File: src/rtl/seg_scan_monitor.sv
// Scanned 7-segment bus monitor: recovers {dp, hex} codes per digit from an
// active-low segment/anode bus, flags unknown glyphs and strobes complete frames.
//
// state  | meaning
// IDLE   | no single active digit on the registered bus
// SETTLE | one digit active, counting identical samples toward capture
// HELD   | current digit/pattern already captured, waiting for a change
module seg_scan_monitor #(
   parameter int DIGITS        = 8,
   parameter int STABLE_CYCLES = 4
) (
   input  logic                  i_clk,
   input  logic                  i_rst_n,
   input  logic [7:0]            i_seg_n,
   input  logic [DIGITS-1:0]     i_an_n,
   input  logic                  i_clr,
   output logic [DIGITS*5-1:0]   o_codes,
   output logic [DIGITS-1:0]     o_digit_valid,
   output logic                  o_frame_valid,
   output logic                  o_frame_err,
   output logic                  o_bus_err
);

   localparam int         IDX_W  = (DIGITS > 1) ? $clog2(DIGITS) : 1;
   localparam logic [7:0] STABLE = 8'(STABLE_CYCLES);
   localparam logic [7:0] ONE    = 8'd1;

   typedef enum logic [1:0] {
      IDLE   = 2'd0,
      SETTLE = 2'd1,
      HELD   = 2'd2
   } state_t;

   state_t              state, state_n;
   logic [7:0]          cnt, cnt_n, cnt_inc;
   logic [7:0]          seg_q, prev_seg;
   logic [DIGITS-1:0]   an_q;
   logic [IDX_W-1:0]    idx, prev_idx;
   logic [3:0]          low_cnt;
   logic                single, multi, same;
   logic [7:0]          s;
   logic [3:0]          hex;
   logic                glyph_hit, blank, unknown;
   logic [4:0]          cap_code;
   logic                capture;
   logic [DIGITS-1:0]   mask, mask_set;
   logic                err_acc;
   int                  slot_base;

   always_ff @(posedge i_clk or negedge i_rst_n) begin
      if (!i_rst_n) begin
         seg_q <= 8'hff;
         an_q  <= '1;
      end else begin
         seg_q <= i_seg_n;
         an_q  <= i_an_n;
      end
   end

   always_comb begin
      low_cnt = '0;
      idx     = '0;
      for (int i = 0; i < DIGITS; i++) begin
         if (!an_q[i]) begin
            low_cnt = low_cnt + 4'd1;
            idx     = IDX_W'(i);
         end
      end
   end

   // A multi-hot anode sample is reported but otherwise treated as idle.
   assign single = (low_cnt == 4'd1);
   assign multi  = (low_cnt > 4'd1);
   assign same   = (idx == prev_idx) && (seg_q == prev_seg);

   assign s = ~seg_q;

   always_comb begin
      glyph_hit = 1'b1;
      hex       = 4'h0;
      case (s[6:0])
         7'h3f: hex = 4'h0;
         7'h06: hex = 4'h1;
         7'h5b: hex = 4'h2;
         7'h4f: hex = 4'h3;
         7'h66: hex = 4'h4;
         7'h6d: hex = 4'h5;
         7'h7d: hex = 4'h6;
         7'h07: hex = 4'h7;
         7'h7f: hex = 4'h8;
         7'h6f: hex = 4'h9;
         7'h77: hex = 4'ha;
         7'h7c: hex = 4'hb;
         7'h39: hex = 4'hc;
         7'h5e: hex = 4'hd;
         7'h79: hex = 4'he;
         7'h71: hex = 4'hf;
         default: glyph_hit = 1'b0;
      endcase
   end

   // A lone decimal point is not blank, so it falls through to unknown.
   assign blank    = (s == 8'h00);
   assign unknown  = !glyph_hit && !blank;
   assign cap_code = glyph_hit ? {s[7], hex} : 5'h00;

   assign cnt_inc = (cnt >= STABLE) ? STABLE : cnt + ONE;

   always_comb begin
      state_n = state;
      cnt_n   = cnt;
      capture = 1'b0;
      case (state)
         IDLE: begin
            if (single) begin
               cnt_n = ONE;
               if (ONE >= STABLE) begin
                  capture = 1'b1;
                  state_n = HELD;
               end else begin
                  state_n = SETTLE;
               end
            end
         end
         SETTLE: begin
            if (!single) begin
               state_n = IDLE;
               cnt_n   = '0;
            end else if (same) begin
               cnt_n = cnt_inc;
               if (cnt_inc >= STABLE) begin
                  capture = 1'b1;
                  state_n = HELD;
               end
            end else begin
               cnt_n = ONE;
               if (ONE >= STABLE) begin
                  capture = 1'b1;
                  state_n = HELD;
               end
            end
         end
         HELD: begin
            if (!single) begin
               state_n = IDLE;
               cnt_n   = '0;
            end else if (!same) begin
               cnt_n = ONE;
               if (ONE >= STABLE) begin
                  capture = 1'b1;
                  state_n = HELD;
               end else begin
                  state_n = SETTLE;
               end
            end
         end
         default: begin
            state_n = IDLE;
            cnt_n   = '0;
         end
      endcase
   end

   always_ff @(posedge i_clk or negedge i_rst_n) begin
      if (!i_rst_n) begin
         state    <= IDLE;
         cnt      <= '0;
         prev_idx <= '0;
         prev_seg <= 8'hff;
      end else begin
         state <= state_n;
         cnt   <= cnt_n;
         if (single) begin
            prev_idx <= idx;
            prev_seg <= seg_q;
         end
      end
   end

   assign mask_set  = mask | (DIGITS'(1) << idx);
   assign slot_base = 5 * int'(idx);

   // Clear beats capture for frame bookkeeping, but captured codes still land.
   always_ff @(posedge i_clk or negedge i_rst_n) begin
      if (!i_rst_n) begin
         o_codes       <= '0;
         o_digit_valid <= '0;
         o_frame_valid <= 1'b0;
         o_frame_err   <= 1'b0;
         o_bus_err     <= 1'b0;
         mask          <= '0;
         err_acc       <= 1'b0;
      end else begin
         o_frame_valid <= 1'b0;
         o_frame_err   <= 1'b0;
         if (capture) begin
            o_codes[slot_base +: 5] <= cap_code;
            o_digit_valid[idx]      <= glyph_hit;
         end
         if (i_clr) begin
            mask      <= '0;
            err_acc   <= 1'b0;
            o_bus_err <= 1'b0;
         end else begin
            if (multi) begin
               o_bus_err <= 1'b1;
            end
            if (capture) begin
               if (&mask_set) begin
                  o_frame_valid <= 1'b1;
                  o_frame_err   <= err_acc | unknown;
                  mask          <= '0;
                  err_acc       <= 1'b0;
               end else begin
                  mask    <= mask_set;
                  err_acc <= err_acc | unknown;
               end
            end
         end
      end
   end

endmodule

File: config.mk
export PLATFORM = sky130hd
export DESIGN_NAME = seg_scan_monitor
export DESIGN_NICKNAME = d
export VERILOG_FILES = /design/src/rtl/seg_scan_monitor.sv
export SDC_FILE = /design/constraint.sdc
export NUM_CORES = 1
export LEC_CHECK = 0
export BUFFER_PORTS_ARGS = -buffer_cell sky130_fd_sc_hd__buf_2
export CORE_MARGIN = 1
export CORE_UTILIZATION = 40
export DETAILED_ROUTE_END_ITERATION = 12
export PLACE_DENSITY = 0.64
export SETUP_SLACK_MARGIN = 0.5
export SLEW_MARGIN = 20
export SYNTH_ARGS = -nofsm -noshare
export SYNTH_HDL_FRONTEND = slang
export SYNTH_SLANG_ARGS = --single-unit
File: constraint.sdc
create_clock -name i_clk -period 5.9 [get_ports i_clk]
set_input_delay 0.295 -clock i_clk [delete_from_list [all_inputs] [get_ports i_clk]]
set_output_delay 0.295 -clock i_clk [all_outputs]
set_load 0.02 [all_outputs]
# Yosys cells after proc, flatten, opt, wreduce, memory -nomap -nowiden
# Cells that the tools add are included.
classes:
  n_addsub: 9
  mul: 1
  magnitude_cmp: 5
  n_eq_ne: 25
  shift: 3
  muxes: 54
  n_bitwise: 3
  reduce_logical: 13
ops:
  columns: ["cell", "n"]
  rows:
  - ["7-bit equality test, second input constant", 12]
  - ["8-bit 2-to-1 mux", 9]
  - ["4-bit case mux with 15 select lines", 1]
  - ["40-bit bitwise mux", 1]
  - ["5-bit by 33-bit variable shift with 40-bit output, first input constant", 1]
  - ["5-bit by 33-bit indexed part select with 40-bit output", 1]
  - ["6-bit negator with 33-bit output", 1]
  - ["4-bit by 1-bit adder with 4-bit output, second input constant", 7]
  - ["4-bit 2-to-1 mux", 7]
  - ["8-bit case mux with 3 select lines", 1]
  - ["1-bit 2-to-1 mux", 19]
  - ["3-bit 2-to-1 mux", 6]
  - ["8-bit by 3-bit greater-or-equal comparator with 1-bit output, second input constant", 2]
  - ["16-bit OR reduction", 1]
  - ["7-bit by 3-bit equality test with 1-bit output, second input constant", 2]
  - ["7-bit by 6-bit equality test with 1-bit output, second input constant", 2]
  - ["2-bit 2-to-1 mux", 6]
  - ["3-bit != test, second input constant", 3]
  - ["8-bit by 1-bit adder with 8-bit output, second input constant", 1]
  - ["8-bit bitwise mux", 1]
  - ["8-bit equality test", 1]
  - ["8-bit zero test", 1]
  - ["8-bit NOT", 1]
  - ["8-bit OR", 1]
  - ["21 further kinds", 25]
word_totals:
  ff_bits: 97
  out_inout_bits: 51

# Depth between registers and ports, before layout
# Gate-level depths: netlist of run 1.
depth:
  word_depth: 20
  ltp_mapped: 23
  depth_no_buf: 20

# Least setup slack after synthesis of run 1
# Ideal clock, no wire load.
synth_path:
  kind: "register -> register"
  from: "reg an_q[0]"
  to: "reg cnt[1]"
  setup_time_ns: 0.101
  t_arrival_ns: 4.317
  required_time_ns: 5.799
  setup_slack_ns: 1.482
  stages_incl_launch_ff: 20
  path_buffers: 2
  cell_sequence: "dfstp_2 > inv_1 > ha_1 > buf_2 > xnor2_2 > ha_1 > xnor2_1 > o2bb2ai_1 > nor2_1 > ha_1 > nor2b_1 > xnor2_1 > xnor2_2 > a221oi_1 > a221oi_1 > o21ai_2 > a21oi_1 > buf_4 > mux2_2 > o32ai_1"
synth_between:
  elab_chain_cells: 18
  elab_cells_between_ends: 22
  classes_between: "add/sub: 7; eq/ne: 3; mux: 11; reduce/logical: 1"
synth_rtl:
  columns: ["item", "line", "rtl"]
  rows:
  - ["start, declared", "37", "logic [DIGITS-1:0] an_q;"]
  - ["start signal, assigned", "56", "an_q <= i_an_n;"]
  - ["1-bit 2-to-1 mux *", "64", "if (!an_q[i]) begin"]
  - ["4-bit by 1-bit adder with 4-bit output", "65", "low_cnt = low_cnt + 4'd1;"]
  - ["4-bit 2-to-1 mux *", "64", null]
  - ["4-bit by 1-bit adder with 4-bit output", "65", null]
  - ["4-bit 2-to-1 mux *", "64", null]
  - ["4-bit by 1-bit adder with 4-bit output", "65", null]
  - ["4-bit 2-to-1 mux *", "64", null]
  - ["4-bit by 1-bit adder with 4-bit output", "65", null]
  - ["[2 not listed]", null, null]
  - ["4-bit 2-to-1 mux *", "64", null]
  - ["4-bit by 1-bit adder with 4-bit output", "65", null]
  - ["4-bit 2-to-1 mux *", "64", null]
  - ["4-bit by 1-bit adder with 4-bit output", "65", null]
  - ["4-bit 2-to-1 mux *", "64", null]
  - ["4-bit by 1-bit equality test with 1-bit output *", "72", "assign single = (low_cnt == 4'd1);"]
  - ["8-bit 2-to-1 mux (tied with other cells)", "144", "if (!single) begin"]
  - ["8-bit case mux with 3 select lines / 2-bit AND reduction (equally long branches)", null, null]
  - ["end signal, assigned", "172", "cnt <= cnt_n;"]
  - ["end, declared", "35", "logic [7:0] cnt, cnt_n, cnt_inc;"]
# Mark *: on every way between the ends. The rest lies on a longest branch, timed or not.
# A chain may end at the register's enable or synchronous reset.

# Worst setup path after layout of run 1
layout_path:
  from: "reg an_q[1]"
  to: "reg o_codes[4]"
layout_between:
  elab_chain_cells: 16
  elab_cells_between_ends: 31
  classes_between: "add/sub: 7; mul: 1; eq/ne: 2; shift: 2; mux: 18; reduce/logical: 1"
layout_rtl:
  columns: ["item", "line", "rtl"]
  rows:
  - ["4-bit 2-to-1 mux", "64", null]
  - ["4-bit by 1-bit adder with 4-bit output", "65", null]
  - ["4-bit 2-to-1 mux", "64", null]
  - ["4-bit by 1-bit adder with 4-bit output", "65", null]
  - ["4-bit 2-to-1 mux", "64", null]
  - ["4-bit by 1-bit adder with 4-bit output", "65", null]
  - ["4-bit 2-to-1 mux", "64", null]
  - ["4-bit by 1-bit adder with 4-bit output", "65", null]
  - ["4-bit 2-to-1 mux", "64", null]
  - ["4-bit by 1-bit adder with 4-bit output", "65", null]
  - ["4-bit 2-to-1 mux", "64", null]
  - ["4-bit by 1-bit adder with 4-bit output", "65", null]
  - ["4-bit 2-to-1 mux", "64", null]
  - ["4-bit by 1-bit equality test with 1-bit output", "72", null]
  - ["1-bit 2-to-1 mux", "126", "if (!single) begin"]
  - ["1-bit 2-to-1 mux", "113", "case (state)"]
  - ["end signal, assigned by index", "197", "o_codes[slot_base +: 5] <= cap_code;"]
  - ["end, declared", "17", "output logic [DIGITS*5-1:0] o_codes,"]
# Parallel ways exist; a longest one is shown, timed or not.

==> results of run 1 <==
## report_power, final
group | internal (W) | switching, W
clock | 0.000309 | 0.000241
sequential | 0.000739 | 0.0000512
combinational | 0.000164 | 0.000224
## how the worst min path moves through the flow
stage | from | to | slack, ns | cells after the start
after floorplan | i_rst_n | cnt[0]$_DFFE_PN0P_ | -0.0006 | 0
after detailed placement | i_rst_n | o_codes[38]$_DFFE_PN0P_ | 0.24 | 1
final | i_an_n[2] | an_q[2]$_DFF_PN1_ | 0.05 | 1
after CTS | i_an_n[2] | an_q[2]$_DFF_PN1_ | 0.03 | 1
after global routing | i_an_n[5] | an_q[5]$_DFF_PN1_ | 0.03 | 1
after global placement | i_rst_n | o_codes[38]$_DFFE_PN0P_ | 0.23 | 1
## final cells by class
cell class / count / area (um^2) / area share [%]
multi-input combinational: 376 / 2730 / 44.1
clock inverter: 3 / 25.0 / 0.405
timing repair buffer: 73 / 393 / 6.35
tap: 176 / 220 / 3.56
inverter: 28 / 105 / 1.70
clock buffer: 12 / 256 / 4.15
sequential: 97 / 2460 / 39.7
## kinds of logic after synthesis
family	Yosys count	share of synthesized area [%]
XOR/XNOR	28	5.32
adder cells (fa/ha/maj)	16	3.68
AO/OA/AOI/OAI	87	10.3
flip-flops	97	45.2
buffers and inverters	61	4.74
multiplexers	62	12.6
AND/OR/NAND/NOR	183	18.1
## worst max-delay path, delay by kind of cell, from the launching register on
kind | cells | cell delay (ns)
AOI/OAI and AO/OA | 3 | 0.63
xor gates and xnor gates | 6 | 1.46
muxes | 1 | 0.37
adders and majority gates | 3 | 0.96
and+or+nand+nor | 3 | 0.58
DFF | 1 | 0.56
buffers and inverters | 2 | 0.30
## layer usage
| layer | vias to the layer above | track usage, % | routed length (um) |
|---|---|---|---|
| met5 | - | 0 | 0 |
| met4 | 0 | 8.39 | 246 |
| met3 | 22 | 2.61 | 530 |
| met2 | 122 | 27.9 | 5590 |
| met1 | 1987 | 24.1 | 5540 |
| li1 | 1987 | - | - |
## sequential cells by signal, summed over array words and instances (netlist names)
signal and cells:
state 2, mask 8, o_bus_err 1, prev_seg 8, o_frame_err 1, err_acc 1, cnt 8, prev_idx 3
o_frame_valid 1, an_q 8, seg_q 8, o_codes 40, o_digit_valid 8
## placed cells by master, fill, tap and decap left out, drive strengths merged, types with 12 or more instances in the layout
| master | count |
|---|---|
| buf | 72 |
| ha | 16 |
| nor2 | 52 |
| inv | 29 |
| nand3 | 15 |
| o21ai | 19 |
| dfrtp | 73 |
| clkbuf | 12 |
| xor2 | 16 |
| a21oi | 24 |
| nand2 | 32 |
| nor3 | 19 |
| dfstp | 24 |
| mux2 | 51 |
## per-stage QoR
step | total power (W) | setup slack (ns) | cells | util (%)
after floorplan | 0.00110 | 1.48 | 534 | -
after detailed placement | 0.00119 | 0.942 | 749 | 44.5
after global placement | 0.00118 | 1.10 | 749 | 44.5
after CTS | 0.00175 | 0.903 | 765 | 46.7
after global routing | 0.00183 | 0.552 | 765 | 46.7
final | 0.00173 | 0.903 | 765 | 46.7
## timing repair
action / 4_1_cts / 5_1_grt
hold endpoints to repair: 15 / 0
gates resized for setup: 0 / 0
hold buffers: 1 / 0
==> flow_metrics.py, run 1 <==
metrics = {
    "setup_path": {
        "timing.rr.end": "o_codes[4]$_DFFE_PN0P_",
        "slowest_stage": "dfstp_2",
        "r2r-start": "an_q[1]$_DFF_PN1_",
        "path_cells": "inv_1, ha_1, xnor2_2, ha_1, xnor2_1, o2bb2ai_1, nor2_1, ha_1, nor2b_1, xnor2_1, xnor2_2, xnor2_2, xor2_1, o211ai_1, a21oi_4, buf_12, and3_1, mux2_2",
        "worst-r2r-setup-slack_ns": 0.90,
        "critical_path_class": "register to register",
        "crit_path_end": "o_codes[4]$_DFFE_PN0P_",
        "cp-start-kind": "register",
        "worst_ep_arrival_time_ns": 5.23,
        "crit_fanout": 48,
        "required_ns": 6.13,
        "crit_start": "an_q[1]$_DFF_PN1_",
        "ff2ff_path_depth": 18,
        "slowest_delay_ns": 0.56,
        "end_kind": "register",
    },
    "timing": {
        "fin_worst_skew_ns": 0.00797,
        "rsz0062_at_grt": "no",
        "drv_slew": 0,
        "holdWs_ns": 0.0473,
        "tns_ns": 0,
        "min_period_ns": 5.00,
        "fmaxAchievable_mhz": 200,
        "period_share_pct": 84.7,
        "worstMarginPinSlew_ns": 0.877,
        "setup_viol": 0,
        "finalHoldViolations": 0,
        "slew_headroom_pct": 41.5,
    },
    "floorplan": {
        "start_util_pct": 41.0,
        "core_um2": 13200,
        "die_area_um2": 14100,
        "die_w_um": 119,
        "io_pins": 70,
        "die_h_um": 119,
        "num_rows": 42,
    },
    "yosys": {
        "syn_nets": 569,
        "synthesis.area_um2": 5430,
        "yosysTopAreaCellShare_pct": 33.6,
        "yosysMostFrequentCell": "dfrtp_1",
        "synth-main-ff-cell": "dfrtp_1",
        "synthCells": 534,
        "synth.top_cells.by_count": "73 x dfrtp_1, 51 x nor2_1, 48 x mux2_2",
        "ys_ff_latch": 97,
        "synthArstFlopShare_pct": 100,
        "synth_edf_count": 0,
        "yosys-top-cells-area": "dfrtp_1 34%, dfstp_2 12%, mux2_2 9.9%, ha_1 3.7%, nor2_1 3.5%",
        "netlist-cell-type-count": 64,
        "seq_area_frac_synth_pct": 45.2,
        "synth.avg_cell_area_um2": 10.2,
        "synth_top_area_cell": "dfrtp_1",
        "ys.warnings.count": 0,
    },
    "job": {
        "cap_violations": 0,
    },
    "finish": {
        "drive_gt1_share_pct": 30.2,
        "nets": 620,
        "design_area_um2": 6190,
        "fillCellCount": 1260,
        "syn_to_final_growth_pct": 13.9,
        "antenna_cells": 0,
    },
    "outcome": {
        "status": "finished clean",
    },
    "grt": {
        "grt-ovfl-total": 0,
        "grt_max_degree": 70,
        "antenna_found_initial": 0,
        "grtUsageTotal_pct": 17.8,
        "grt_pass1_wl_um": 20000,
        "grt_pass1_vias": 4080,
    },
    "routing": {
        "drc": 0,
        "first_iter_violations": 269,
        "vias": 4118,
        "viasPerCell": 5.38,
        "wirelength_um": 11900,
        "drtAntennaViolNets": 0,
        "dr.pass1.iters": 5,
        "wl_per_cell_um": 15.6,
    },
    "power_and_ir_drop": {
        "power_per_cell_area_nw_per_um2": 279,
        "peakVddDrop_mv": 0.175,
        "p_leak_nw": 2.99,
    },
    "placement": {
        "io_buffers": 69,
        "dp_hpwl_um": 8450,
        "place.gp.congestion": 0.811,
        "placed_area_um2": 5890,
    },
    "clock_network": {
        "cts_setup_buffers": 0,
        "clock_latency_ns": 0.34,
        "cts_buffers": 9,
        "tritoncts": "yes",
        "clk_pin_slew_ns": 0.06,
        "htree_levels": 3,
        "cts.root.buffer_cell": "clkbuf_16",
        "clk_path_buf_depth": 2,
        "cts.sinks": 97,
    },
    "worst_hold_path": {
        "hp-class": "input pin to register",
    },
}
No activity file was read; power rests on OpenSTA's default activity.
==> run 2, diff against run 1 <==
--- a/config.mk
+++ b/config.mk
@@ -5,11 +5,12 @@
 export SDC_FILE = /design/constraint.sdc
 export NUM_CORES = 1
 export LEC_CHECK = 0
+export ABC_AREA = 1
 export BUFFER_PORTS_ARGS = -buffer_cell sky130_fd_sc_hd__buf_2
 export CORE_MARGIN = 1
 export CORE_UTILIZATION = 40
 export DETAILED_ROUTE_END_ITERATION = 12
-export PLACE_DENSITY = 0.64
+export PLACE_DENSITY = 0.63
 export SETUP_SLACK_MARGIN = 0.5
 export SLEW_MARGIN = 20
 export SYNTH_ARGS = -nofsm -noshare
==> constraint.sdc (replaced) <==
create_clock -name i_clk -period 4.6 [get_ports i_clk]
set_input_delay 0.23 -clock i_clk [delete_from_list [all_inputs] [get_ports i_clk]]
set_output_delay 0.23 -clock i_clk [all_outputs]
set_load 0.02 [all_outputs]
==> run 2 against run 1 <==
Compared with the run above:
- critical path depth rose by 10
- sequential share of layout area fell by 5.6 points
- global-route usage is 3.5 points higher
- non-clock buffer count grew 46
- synthesized cell count is 47% higher
- power rose by 34%
- clock skew rose by 0.0025 ns
- count of clock-buffer cells in the layout shrank 1
- sequential power grew 27%
- first-iteration DRC count is 120% higher
==> flow_metrics.py, run 2 <==
metrics = {
    "routing": {
        "dr.pass1.iters": 6,
        "drc": 0,
        "wirelength_um": 15200,
        "first_iter_violations": 604,
        "vias": 5508,
        "viasPerCell": 5.09,
        "drtAntennaViolNets": 0,
        "wl_per_cell_um": 14.0,
    },
    "timing": {
        "holdWs_ns": 0.148,
        "finalHoldViolations": 0,
        "slew_headroom_pct": 53.5,
        "fin_worst_skew_ns": 0.0105,
        "period_share_pct": 83.6,
        "timing.final.ws_setup_ns": 0.755,
        "setup_viol": 0,
        "tns_ns": 0,
        "rsz0062_at_grt": "no",
        "drv_slew": 0,
        "min_period_ns": 3.85,
        "fmaxAchievable_mhz": 260,
        "worstMarginPinSlew_ns": 0.698,
    },
    "placement": {
        "dp_hpwl_um": 10500,
        "place.gp.congestion": 0.902,
        "dp_slack_ns": 0.173,
        "io_buffers": 69,
    },
    "setup_path": {
        "cp-start-kind": "register",
        "crit_path_frequent_cell": "nand2_2",
        "r2r-start": "an_q[0]$_DFF_PN1_",
        "worst_ep_arrival_time_ns": 4.08,
        "worst-r2r-setup-slack_ns": 0.75,
        "crit_path_end": "o_codes[34]$_DFFE_PN0P_",
        "timing.rr.end": "o_codes[34]$_DFFE_PN0P_",
        "slowest_delay_ns": 0.55,
        "ff2ff_path_depth": 28,
        "slowest_stage": "dfstp_2",
        "end_kind": "register",
        "critical_path_class": "register to register",
        "crit_start": "an_q[0]$_DFF_PN1_",
        "crit_fanout": 9,
        "required_ns": 4.84,
    },
    "yosys": {
        "synth.top_cells.by_count": "228 x nand2_1, 108 x nand3_1, 96 x nor2_1",
        "syn_nets": 820,
        "synth.area.mux_share_pct": 0,
        "synthesis.area_um2": 5840,
        "synthArstFlopShare_pct": 100,
        "yosysTopAreaCellShare_pct": 31.3,
        "synth-xor-area-share_pct": 0.900,
        "synthCells": 785,
        "synth_top_family_by_area": "simple AND/OR/NAND/NOR gates",
        "synth-compound-area-share_pct": 3.81,
        "synth_edf_count": 0,
        "seq_area_frac_synth_pct": 42.1,
        "synth-main-ff-cell": "dfrtp_1",
        "ys_ff_latch": 97,
        "synth_fa_ha_area_share_pct": 3.43,
        "synth.avg_cell_area_um2": 7.44,
        "synth_top_area_cell": "dfrtp_1",
        "yosysMostFrequentCell": "nand2_1",
        "yosys-top-cells-area": "dfrtp_1 31%, nand2_1 15%, dfstp_2 11%, nand3_1 9.3%, nor2_1 6.2%",
        "synth-simple-area-share_pct": 41.7,
        "netlist-cell-type-count": 42,
        "ys.warnings.count": 0,
    },
    "job": {
        "cap_violations": 0,
    },
    "clock_network": {
        "htree_levels": 3,
        "clk_pin_slew_ns": 0.06,
        "cts_buffers": 9,
        "cts.sinks": 97,
        "tritoncts": "yes",
        "cts.root.buffer_cell": "clkbuf_16",
        "clk_path_buf_depth": 2,
        "clock_latency_ns": 0.35,
    },
    "worst_hold_path": {
        "hold_depth": 2,
        "hp-class": "input pin to register",
    },
    "power_and_ir_drop": {
        "power_per_cell_area_nw_per_um2": 320,
        "total_power_w": 0.00231,
        "p_leak_nw": 3.86,
        "peakVddDrop_mv": 0.229,
    },
    "finish": {
        "nets": 932,
        "drive_gt1_share_pct": 23.6,
        "antenna_cells": 0,
        "fillCellCount": 1382,
        "final_common_cell": "nand2_1",
        "largest_register_ffs": 40,
        "syn_to_final_growth_pct": 23.3,
        "regMostFlops": "o_codes",
        "final_cell_mix": "216 x nand2_1, 103 x nand3_1, 95 x nor2_1, 76 x inv_1, 73 x dfrtp_1",
    },
    "outcome": {
        "status": "finished clean",
    },
    "floorplan": {
        "start_util_pct": 41.6,
        "io_pins": 70,
        "core_um2": 14000,
        "die_w_um": 123,
        "die_h_um": 123,
        "die_area_um2": 15100,
        "num_rows": 43,
    },
    "grt": {
        "grt_max_degree": 50,
        "grt_pass1_vias": 5066,
        "antenna_found_initial": 0,
        "grt-ovfl-total": 0,
        "grtUsageTotal_pct": 21.3,
        "grt_pass1_wl_um": 24900,
    },
}
==> run 2: cell types whose count changed after synthesis, sizes merged, moves of 15 or more <==
cell / change
a21oi: -15
clkbuf: -16
inv: +60
mux2: -51
nand2: +212
nand3: +101
nand4: +16
nor2: +50
==> run 2: worst min-delay path by stage <==
stage	start	endpoint	slack (ns)
after CTS	i_clr	o_bus_err$_DFFE_PN0P_	0.15
final	i_clr	o_bus_err$_DFFE_PN0P_	0.15
after global placement	i_rst_n	o_codes[32]$_DFFE_PN0P_	0.30
after global routing	i_clr	o_bus_err$_DFFE_PN0P_	0.15
after detailed placement	i_rst_n	o_codes[30]$_DFFE_PN0P_	0.29
after floorplan	i_rst_n	cnt[0]$_DFFE_PN0P_	-0.07
==> run 2: area by class of cell <==
class | instances | area [um^2] | area share (%)
Clock buffer | 11 | 243 | 3.37
Clock inverter | 5 | 31.3 | 0.434
Inverter | 90 | 348 | 4.83
Multi-Input combinational cell | 580 | 3050 | 42.4
Sequential cell | 97 | 2460 | 34.1
Tap cell | 180 | 225 | 3.13
Timing Repair Buffer | 119 | 845 | 11.7
==> run 2: critical path, delay by kind of cell, from the launching register on <==
kind | cells | cell delay, ns
simple gates | 15 | 1.32
fa+ha+maj | 3 | 0.82
flops | 1 | 0.55
buf+inv | 8 | 0.80
compound gates | 2 | 0.24
==> run 2: kinds of logic (layout without fill, tap and decap cells) <==
family          count (synthesis)  count (layout)
fa+ha+maj                      16              16
xor+xnor                        6               6
buf+inv                       109             225
compound gates                 38              38
simple gates                  519             520
flops                          97              97
==> run 2: report_power, final <==
| group | total, W | internal [W] | switching [W] |
|---|---|---|---|
| registers | 0.00100 | 0.000946 | 0.0000545 |
| logic | 0.000603 | 0.000230 | 0.000373 |
| clock network | 0.000705 | 0.000380 | 0.000325 |
| total | 0.00231 | 0.00156 | 0.000752 |
==> run 2: through the flow <==
step / instances / utilization [%] / area, um^2
final: 1082 / 51.3 / 7200
after global routing: 1082 / 51.3 / 7200
after CTS: 1069 / 49.6 / 6970
after detailed placement: 1022 / 45.2 / 6340
after global placement: 1022 / 45.2 / 6340
after floorplan: 785 / - / 5840
==> run 2: timing repair <==
action | in CTS | in global routing
gates resized for setup | 12 | 30
buffers inserted | 12 | 12
cloned | 2 | 1
pin swaps | 12 | 27
endpoints found under the setup margin | 69 | 80
endpoints found under the hold margin | 62 | 0
hold buffers | 17 | 0
==> run 2: per-layer routing <==
metal	global-route usage, %	wire, um	vias to the layer above	part of all wire [%]
li1	-	-	2771	-
met1	29.9	7140	2564	47
met2	32.7	7050	150	46
met3	4.32	675	23	4.4
met4	6.55	309	0	2.0
met5	0	0	-	0
==> run 3, diff against run 2 <==
==> constraint.sdc (replaced) <==
create_clock -name i_clk -period 3.8 [get_ports i_clk]
set_input_delay 0.19 -clock i_clk [delete_from_list [all_inputs] [get_ports i_clk]]
set_output_delay 0.19 -clock i_clk [all_outputs]
set_load 0.02 [all_outputs]
==> run 3 against run 2 <==
Compared with the run above:
- power grew 31%
- final area increased by 11%
- highest routed layer unchanged
- first-iteration DRC count down 31%
- largest cell class unchanged
- utilization is 5.7 points higher
- non-clock buffer count up 41
- critical endpoint is now mask[7]$_DFFE_PN0P_
- sequential power grew 21%
- register-to-register slack got worse by 0.75 ns
- maximum frequency is 1.4% higher
- count of clock-buffer cells in the layout shrank 1
- clock power grew 24%
==> flow_metrics.py, run 3 (synthesis results as in run 2) <==
metrics = {
    "timing": {
        "timing.final.ws_setup_ns": 0.00766,
        "finalHoldViolations": 0,
        "slew_headroom_pct": 41.0,
        "min_period_ns": 3.79,
        "setup_viol": 0,
        "fmaxAchievable_mhz": 264,
        "worstMarginPinSlew_ns": 0.882,
        "rsz0062_at_grt": "yes",
        "fin_worst_skew_ns": 0.00906,
        "tns_ns": 0,
        "period_share_pct": 99.8,
        "drv_slew": 0,
    },
    "setup_path": {
        "path_buf_inv": 7,
        "end_kind": "register",
        "crit_path_frequent_cell": "nand2_4",
        "critical_path_class": "register to register",
        "slowest_stage": "dfstp_2",
        "worst-r2r-setup-slack_ns": 0.008,
        "path_delay_family": "simple AND/OR/NAND/NOR gates",
        "required_ns": 4.06,
        "crit_fanout": 9,
        "cp-start-kind": "register",
        "worst_ep_arrival_time_ns": 4.05,
        "slowest_delay_ns": 0.54,
    },
    "routing": {
        "drc": 0,
        "viasPerCell": 5.12,
        "wl_per_cell_um": 14.8,
        "first_iter_violations": 419,
        "wirelength_um": 16600,
        "vias": 5752,
        "dr.pass1.iters": 5,
        "drtAntennaViolNets": 0,
    },
    "placement": {
        "place.gp.congestion": 0.909,
        "io_buffers": 69,
        "dp_hpwl_um": 11000,
        "dp_slack_ns": -0.137,
        "post-place-cells": 1045,
    },
    "grt": {
        "grt_pass1_vias": 5600,
        "grtUsageTotal_pct": 23.5,
        "grt-ovfl-total": 0,
        "antenna_found_initial": 0,
        "grt_pass1_wl_um": 27100,
        "grt_max_degree": 65,
    },
    "clock_network": {
        "tritoncts": "yes",
        "clk_path_buf_depth": 2,
        "clock_latency_ns": 0.36,
        "cts.sinks": 97,
        "htree_levels": 3,
        "cts_buffers": 9,
        "cts.root.buffer_cell": "clkbuf_16",
        "clk_pin_slew_ns": 0.07,
    },
    "worst_hold_path": {
        "hp-class": "input pin to register",
    },
    "floorplan": {
        "die_h_um": 123,
        "die_area_um2": 15100,
        "core_um2": 14000,
        "start_util_pct": 41.6,
        "die_w_um": 123,
        "num_rows": 43,
        "io_pins": 70,
    },
    "power_and_ir_drop": {
        "power_per_cell_area_nw_per_um2": 376,
        "p_leak_nw": 4.12,
        "total_power_w": 0.00301,
        "peakVddDrop_mv": 0.288,
    },
    "finish": {
        "nets": 973,
        "stdcell_count": 1123,
        "drive_gt1_share_pct": 34.9,
        "antenna_cells": 0,
        "final_cell_mix": "203 x nand2_1, 94 x nor2_1, 73 x dfrtp_1, 72 x inv_1, 68 x buf_2",
        "regMostFlops": "o_codes",
        "largest_register_ffs": 40,
        "fin_util_pct": 57.0,
        "final_common_cell": "nand2_1",
        "fillCellCount": 1259,
        "syn_to_final_growth_pct": 37.1,
    },
    "outcome": {
        "status": "finished clean",
    },
    "job": {
        "cap_violations": 0,
    },
}
[run 3: layout make-up]
type	count	area (um^2)	area share [%]
Multi-Input combinational cell	580	3450	43.1
Clock buffer	10	239	2.98
Tap cell	180	225	2.81
Inverter	90	355	4.44
Sequential cell	97	2460	30.7
Timing Repair Buffer	160	1240	15.4
Clock inverter	6	41.3	0.516
[run 3: routing by layer]
| layer | routed length [um] | track usage, % | vias up | part of all wire (%) |
|---|---|---|---|---|
| li1 | - | - | 2843 | - |
| met1 | 7450 | 29.8 | 2708 | 45 |
| met2 | 7830 | 38.2 | 160 | 47 |
| met3 | 875 | 5.62 | 41 | 5.3 |
| met4 | 481 | 9.76 | 0 | 2.9 |
| met5 | 0 | 0 | - | 0 |
[run 3: what timing repair did]
item | CTS | global route
setup buffers | 33 | 7
endpoints found under the setup margin | 81 | 81
gates resized for setup | 42 | 34
gates cloned | 4 | 1
hold buffers | 17 | 0
pin swaps | 25 | 23
hold endpoints to repair | 56 | 0
[run 3: path summary, 6_finish.rpt]
check | from | end | depth (start not counted)
worst max-delay path | an_q[1]$_DFF_PN1_ | mask[7]$_DFFE_PN0P_ | 28
worst min-delay path | i_clr | o_bus_err$_DFFE_PN0P_ | 2
worst max register to register | an_q[1]$_DFF_PN1_ | mask[7]$_DFFE_PN0P_ | 28
worst min register to register | o_codes[34]$_DFFE_PN0P_ | o_codes[34]$_DFFE_PN0P_ | 2
max in group asynchronous | i_rst_n | prev_seg[4]$_DFFE_PN1P_ | 3
min in group asynchronous | i_rst_n | mask[1]$_DFFE_PN0P_ | 2
[run 3: per-stage QoR]
step,hold slack [ns],instance area (um^2)
6_report,0.0797,8010
2_1_floorplan,-0.106,6160
4_1_cts,0.0632,7800
5_1_grt,0.0838,8010
3_3_place_gp,0.295,6830
3_5_place_dp,0.296,6830
[run 3: worst register-to-register path, delay by kind of cell, from the launching register on]
kind / cells / cell delay (ns)
compound gates: 1 / 0.20
fa+ha+maj: 3 / 0.70
buf+inv: 7 / 0.54
flops: 1 / 0.54
simple gates: 17 / 1.71
[run 3: power breakdown]
part | internal [W] | switching [W] | leakage [nW] | total [W]
clock network | 0.000462 | 0.000411 | 0.138 | 0.000874
logic | 0.000394 | 0.000532 | 2.72 | 0.000926
registers | 0.00114 | 0.0000693 | 1.26 | 0.00121
total | 0.00200 | 0.00101 | 4.12 | 0.00301
